## config.mk

```make
export PLATFORM = sky130hd
export DESIGN_NAME = res_seq_ctrl
export DESIGN_NICKNAME = d
export VERILOG_FILES = /design/src/rtl/res_seq_ctrl.sv
export SDC_FILE = /design/constraint.sdc
export NUM_CORES = 1
export LEC_CHECK = 0
export CAP_MARGIN = 30
export CELL_PAD_IN_SITES_DETAIL_PLACEMENT = 0
export CELL_PAD_IN_SITES_GLOBAL_PLACEMENT = 1
export CORE_AREA = 2 2 134 136
export DETAILED_ROUTE_END_ITERATION = 7
export DIE_AREA = 0 0 136 138
export MAX_ROUTING_LAYER = met4
export PLACE_DENSITY = 0.89
export SLEW_MARGIN = 10
export SYNTH_ARGS = -nofsm -noshare
export SYNTH_HDL_FRONTEND = slang
export SYNTH_SLANG_ARGS = --single-unit
```

## constraint.sdc

```tcl
create_clock -name clk -period 5.1 [get_ports clk]
set_clock_uncertainty 0.2 [all_clocks]
set_input_delay 1.275 -clock clk [delete_from_list [all_inputs] [get_ports clk]]
set_output_delay 1.275 -clock clk [all_outputs]
set_load 0.01 [all_outputs]
```

## src/rtl/res_seq_ctrl.sv

```systemverilog
// Run sequencer for the ESN reservoir: clears feedback, steps the input ROM, gates the PE clock
// and streams post-washout state vectors. Optional continuous mode via RES_SEQ_LOOP_EN.
module res_seq_ctrl #(
   parameter int unsigned ADDR_W      = 6,
   parameter int unsigned NUM_SAMPLES = 64,
   parameter int unsigned WASHOUT     = 8,
   parameter int unsigned STEP_CYC    = 4,
   parameter int unsigned XW          = 128
) (
   input  logic              clk,
   input  logic              rst_N,
   input  logic              start,
   input  logic              abort,
   output logic              busy,
   output logic              done,
   output logic [ADDR_W-1:0] rom_addr,
   output logic              pe_ce,
   output logic              state_clr_N,
   input  logic [XW-1:0]     xstate_in,
   output logic [XW-1:0]     out_data,
   output logic [ADDR_W-1:0] out_idx,
   output logic              out_valid,
   input  logic              out_ready
);

   localparam int unsigned PH_W = (STEP_CYC > 1) ? $clog2(STEP_CYC) : 1;
   localparam logic [PH_W-1:0]   PH_LAST = PH_W'(STEP_CYC - 1);
   localparam logic [ADDR_W-1:0] N_LAST  = ADDR_W'(NUM_SAMPLES - 1);
   localparam logic [ADDR_W-1:0] N_WASH  = ADDR_W'(WASHOUT);

   typedef enum logic [2:0] {
      StIdle,
      StClear,
      StRun,
      StDrain,
      StDone
   } state_t;

   state_t            r_state, w_state_nxt;
   logic [ADDR_W-1:0] r_n, w_n_nxt;
   logic [PH_W-1:0]   r_phase, w_phase_nxt;
   logic              r_busy, r_done, r_clr_n, r_valid;
   logic [XW-1:0]     r_data;
   logic [ADDR_W-1:0] r_idx;

   logic w_last_ph, w_last_n, w_wash_ok, w_cap_due, w_accept, w_stall, w_cap;

`ifdef RES_SEQ_LOOP_EN
   // Washout only discards states on the first pass through the ROM.
   logic r_first, w_first_nxt;
   assign w_wash_ok = (r_n >= N_WASH) || !r_first;
`else
   assign w_wash_ok = (r_n >= N_WASH);
`endif

   assign w_last_ph = (r_phase == PH_LAST);
   assign w_last_n  = (r_n == N_LAST);
   assign w_cap_due = (r_state == StRun) && w_last_ph && w_wash_ok;
   assign w_accept  = r_valid && out_ready;
   // A capture cannot overwrite a beat the consumer has not taken yet.
   assign w_stall   = w_cap_due && r_valid && !out_ready;
   assign w_cap     = w_cap_due && !w_stall && !abort;

   assign pe_ce       = (r_state == StRun) && !w_stall;
   assign busy        = r_busy;
   assign done        = r_done;
   assign rom_addr    = r_n;
   assign state_clr_N = r_clr_n;
   assign out_data    = r_data;
   assign out_idx     = r_idx;
   assign out_valid   = r_valid;

   always_comb begin
      w_state_nxt = r_state;
      w_n_nxt     = r_n;
      w_phase_nxt = r_phase;
`ifdef RES_SEQ_LOOP_EN
      w_first_nxt = r_first;
`endif
      if (abort) begin
         w_state_nxt = StIdle;
      end else begin
         case (r_state)
            StIdle: begin
               if (start) begin
                  w_state_nxt = StClear;
                  w_n_nxt     = '0;
                  w_phase_nxt = '0;
`ifdef RES_SEQ_LOOP_EN
                  w_first_nxt = 1'b1;
`endif
               end
            end
            StClear: begin
               w_state_nxt = StRun;
            end
            StRun: begin
               if (!w_stall) begin
                  if (w_last_ph) begin
                     w_phase_nxt = '0;
                     if (w_last_n) begin
`ifdef RES_SEQ_LOOP_EN
                        w_n_nxt     = '0;
                        w_first_nxt = 1'b0;
`else
                        w_state_nxt = StDrain;
`endif
                     end else begin
                        w_n_nxt = r_n + 1'b1;
                     end
                  end else begin
                     w_phase_nxt = r_phase + 1'b1;
                  end
               end
            end
            StDrain: begin
               if (!r_valid || w_accept) w_state_nxt = StDone;
            end
            StDone: begin
               w_state_nxt = StIdle;
            end
            default: begin
               w_state_nxt = StIdle;
            end
         endcase
      end
   end

   always_ff @(posedge clk or negedge rst_N) begin
      if (!rst_N) begin
         r_state <= StIdle;
         r_n     <= '0;
         r_phase <= '0;
         r_busy  <= 1'b0;
         r_done  <= 1'b0;
         r_clr_n <= 1'b1;
         r_valid <= 1'b0;
         r_data  <= '0;
         r_idx   <= '0;
      end else begin
         r_state <= w_state_nxt;
         r_n     <= w_n_nxt;
         r_phase <= w_phase_nxt;
         r_busy  <= (w_state_nxt == StClear) || (w_state_nxt == StRun) ||
                    (w_state_nxt == StDrain);
         r_done  <= (w_state_nxt == StDone);
         r_clr_n <= (w_state_nxt != StClear);
         // Capture on the accepting edge reloads the beat, keeping valid high.
         if (abort) begin
            r_valid <= 1'b0;
         end else if (w_cap) begin
            r_valid <= 1'b1;
            r_data  <= xstate_in;
            r_idx   <= r_n;
         end else if (w_accept) begin
            r_valid <= 1'b0;
         end
      end
   end

`ifdef RES_SEQ_LOOP_EN
   always_ff @(posedge clk or negedge rst_N) begin
      if (!rst_N) r_first <= 1'b1;
      else        r_first <= w_first_nxt;
   end
`endif

endmodule

```

Word level (Yosys, flattened, before mapping)
Cells that the tools add are included.
Widths: inputs -> output; s select.

storage, ports and cells
  register bits after elaboration = 149
  output and inout bits = 145
  word-level logic and storage cells = 67

operators by class
  add/sub/neg operators = 2
  $lt $le $gt $ge = 1
  equality and inequality tests = 14
  multiplexer cells = 19
  bitwise logic cells = 1
  reductions and logical operators = 21

operators with widths
  operator             number
  $mux 6               4
  $mux 3               6
  $eq 3x2->1 const B   4
  $pmux 3 s4           1
  $pmux 6 s2           1
  $logic_and 1x1->1    8
  $ne 2x2->1 const B   4
  $add 6x1->6 const B  1
  $eq 3x1->1 const B   2
  $eq 6x6->1 const B   1
  $ge 6x4->1 const B   1
  $mux 2               3
  $reduce_and 6->1     1
  $logic_not 1->1      4
  $pmux 2 s2           1
  $reduce_and 4->1     1
  $eq 3x3->1 const B   1
  $logic_not 3->1      1
  $logic_or 1x1->1     3
  $mux 1               3
  $ne 3x1->1 const B   1
  $reduce_bool 3->1    1
  $add 2x1->2 const B  1
  $eq 2x2->1 const B   1
  3 further kinds      3

Depth between registers and ports, before layout
  word-level depth = 11
  mapped depth = 7
  gate-level depth less buffers = 5

Worst setup path after synthesis
No wires, ideal clock.

  path kind = input -> output
  start = input port out_ready
  end = output port pe_ce
  arrival = 1886 ps
  data required time = 3625 ps
  path slack = 1739 ps
  stages = 3
  buffers on the path = 0
  cells stage by stage = nor2b_1 -> nand3_1 -> and2_1

on the way
  longest elaborated chain between the ends = 4

ends and longest elaborated chain
  element            line  text
  from (decl)        23    input logic out_ready
  $logic_not 1->1    61    assign w_stall = w_cap_due && r_valid && !out_ready;
  $logic_and 1x1->1  61
  $logic_not 1->1    -
  $logic_and 1x1->1  64    assign pe_ce = (r_state == StRun) && !w_stall;
  to (decl)          17    output logic pe_ce,

Every way passes these cells.

Worst setup path in the final report
Ends and elaborated chain as after synthesis.

==> out/results.ini <==
[sta]
rsz0062_at_grt = no
tns_ns = 0
hold_viol_final = 0
setup_violations = 0
tightest_slew_ns = 0.569
max_clock_freq_ghz = 0.232
final.min_clock_period_ns = 4.32
slew_viol_final = 0
min_period_over_period_pct = 84.6
slew-limit-headroom_pct = 61.7

[critical_path]
worstPathArrival_ns = 2.84
crit_type = in2out
cpMostUsedCell = clkdlybuf4s50_1
crit_buf_inv = 2
r2r_slack_ns = 2.69
critPathSlowestCell = clkdlybuf4s50_1
max_stage_delay_ns = 0.48
crit_path_end_kind = output pin
r2r_cells = 6
path_max_fanout = 4
cp_top_family = buffers and inverters
startpoint_type = primary input
worstReg2RegStart = r_state[2]
r2r_end = out_data[64]
worstPathCellList = clkdlybuf4s50_1 -> nor2b_1 -> nand3_1 -> and2_1 -> clkdlybuf4s50_1
crit_required_ns = 3.62

[cells_and_area]
nets = 787
diodes = 0
drive_gt1_share_pct = 17.3
area_delta_synth_final_pct = 63.1
utilization_pct = 53.6

[cts]
ctsHoldBuffers = 0
cts_max_path_buffers = 2
cts_resized = 0
h-tree-depth = 4
cts_setup_buffers = 0
root_buffer = clkbuf_16
clk_pin_slew_ns = 0.06
clock_sinks = 149
insertion_delay_ns = 0.41
cts_made_buffers = 17
cts_tree = built

[global_route]
antenna_found_initial = 0
groute.usage.overall_pct = 16.3
grt-ovfl-total = 0
grt_pass1_vias = 4560
grt_pass1_wl_um = 23100
grt_start_max_net_pins = 73

[place]
dpl.hpwl_um = 10900
place_congestion = 0.780
port_buffers = 277

[logic_synthesis]
yosysWarnings = 0
synth.distinct_cells = 34
synth-seq-area-share_pct = 64.7
syn_area_per_cell_um2 = 15.7
synthCells = 366
synth_nets = 502
syn-cell-area_um2 = 5760
ys_seq_elements = 149

[worst_hold_path]
hp-class = reg2reg
whs_endpoint = r_phase[1]
worstHoldStart = r_phase[1]
holdPathStages = 2

[drt]
via_count = 4161
routed_via_density = 4.66
drcViolationCount = 0
drt_iter0_markers = 93
ant_nets = 0
routed_wl_um = 14500
firstDrtPassIters = 4
wire_per_inst_um = 16.2

[floorplanning]
core_um2 = 17500
die-area_um2 = 18800
die_w_um = 136
boundaryPins = 278
start_util_pct = 32.9
num_rows = 49
fp.dieH_um = 138

[job]
maxCapViolations = 0

[power]
peakVddDrop_mv = 0.202
leakagePower_uw = 0.00410
power_density_nw_per_um2 = 308

[status]
outcome = complete, no violations

-- cell usage in the layout, fill, tap and decap left out, types with 7 or more instances in the layout --
cell type and count:
mux2_2 74, mux2_1 60, nand2_1 9, clkbuf_16 17, clkdlybuf4s50_1 276, dfrtp_1 148
nor2_1 7, nand3_1 7
-- per-stage QoR --
stage	area, um2	instances	hold slack [ns]	setup WS [ns]	power, uW
floorplan	5760	366	0.243	1.74	1370
global placement	8750	860	0.257	0.782	1610
detailed placement	8780	861	0.266	0.764	1630
CTS	9400	893	0.280	0.766	2940
global route	9400	893	0.294	0.640	3020
finish	9400	893	0.274	0.785	2900
-- worst register-to-register path: cells and delay by family, from the launching register on --
| kind | cells | cell delay [ns] |
|---|---|---|
| buffers and inverters | 1 | 0.32 |
| muxes | 1 | 0.50 |
| DFF | 1 | 0.43 |
| and+or+nand+nor | 4 | 0.84 |
-- per-layer routing --
| layer | track usage (%) | vias to the layer above | share of wire (%) |
|---|---|---|---|
| li1 | - | 1891 | - |
| met1 | 18.1 | 2043 | 39 |
| met2 | 26.4 | 202 | 49 |
| met3 | 5.83 | 25 | 9.1 |
| met4 | 6.96 | 0 | 2.6 |
| met5 | - | - | 0 |
-- how the worst max path moves through the flow --
stage,from,to,slack [ns],depth (start not counted)
after CTS,out_ready,pe_ce,0.77,5
after global routing,out_ready,pe_ce,0.64,5
after detailed placement,out_ready,pe_ce,0.76,5
after floorplan,out_ready,pe_ce,1.74,3
after global placement,out_ready,pe_ce,0.78,5
final,out_ready,pe_ce,0.78,5
-- Yosys cell counts, drive strengths merged --
cell     number  share of area, %
or2           1              0.11
a21oi         4              0.35
o21a          1              0.13
nand4         4              0.43
nor2          8              0.56
o31ai         2              0.26
o21ai         5              0.43
ha            3              0.65
o311a         1              0.17
and3          2              0.22
or4           1              0.13
and3b         1              0.15
a21o          1              0.13
nor3          3              0.46
nand3         7              0.61
dfstp         1              0.46
buf          15               2.0
nand2b        1              0.11
and2          2              0.22
or3           4              0.43
o2bb2ai       1              0.15
o211ai        1              0.13
inv           3              0.20
a31oi         1              0.11
dfrtp       148                64
mux2        134                26
nand2         9              0.59
nor2b         1              0.11
nor4          1              0.22
-- registers in the layout, indices dropped and copies added, names as in the netlist --
| register | count |
|---|---|
| out_data | 128 |
| r_phase | 2 |
| out_valid | 1 |
| state_clr_N | 1 |
| rom_addr | 6 |
| busy | 1 |
| out_idx | 6 |
| done | 1 |
| r_state | 3 |
-- where the power goes --
group          internal, uW  switching, uW  leakage [uW]  total (uW)
logic                   217            113       0.00188         331
clock network           791            507      0.000284        1300
registers              1240           30.2       0.00194        1270
total                  2250            650       0.00410        2900
-- cell families (layout without fill, tap and decap cells) --
| group | after synthesis | in the layout | synth area share [%] |
|---|---|---|---|
| compound gates | 17 | 17 | 1.87 |
| simple gates | 45 | 45 | 4.34 |
| fa+ha+maj | 3 | 3 | 0.652 |
| flops | 149 | 149 | 64.7 |
| mux | 134 | 134 | 26.2 |
| buf+inv | 18 | 316 | 2.19 |
-- layout make-up --
cell class | instances | area (um2)
flip-flops and latches | 149 | 3730
clock buffers | 19 | 443
multi-input cells | 199 | 1900
inverters | 3 | 11.3
fillers | 1476 | 8140
clock inverters | 13 | 171
repair buffers | 281 | 2850
well taps | 229 | 287
(Power assumes the default switching activity.)
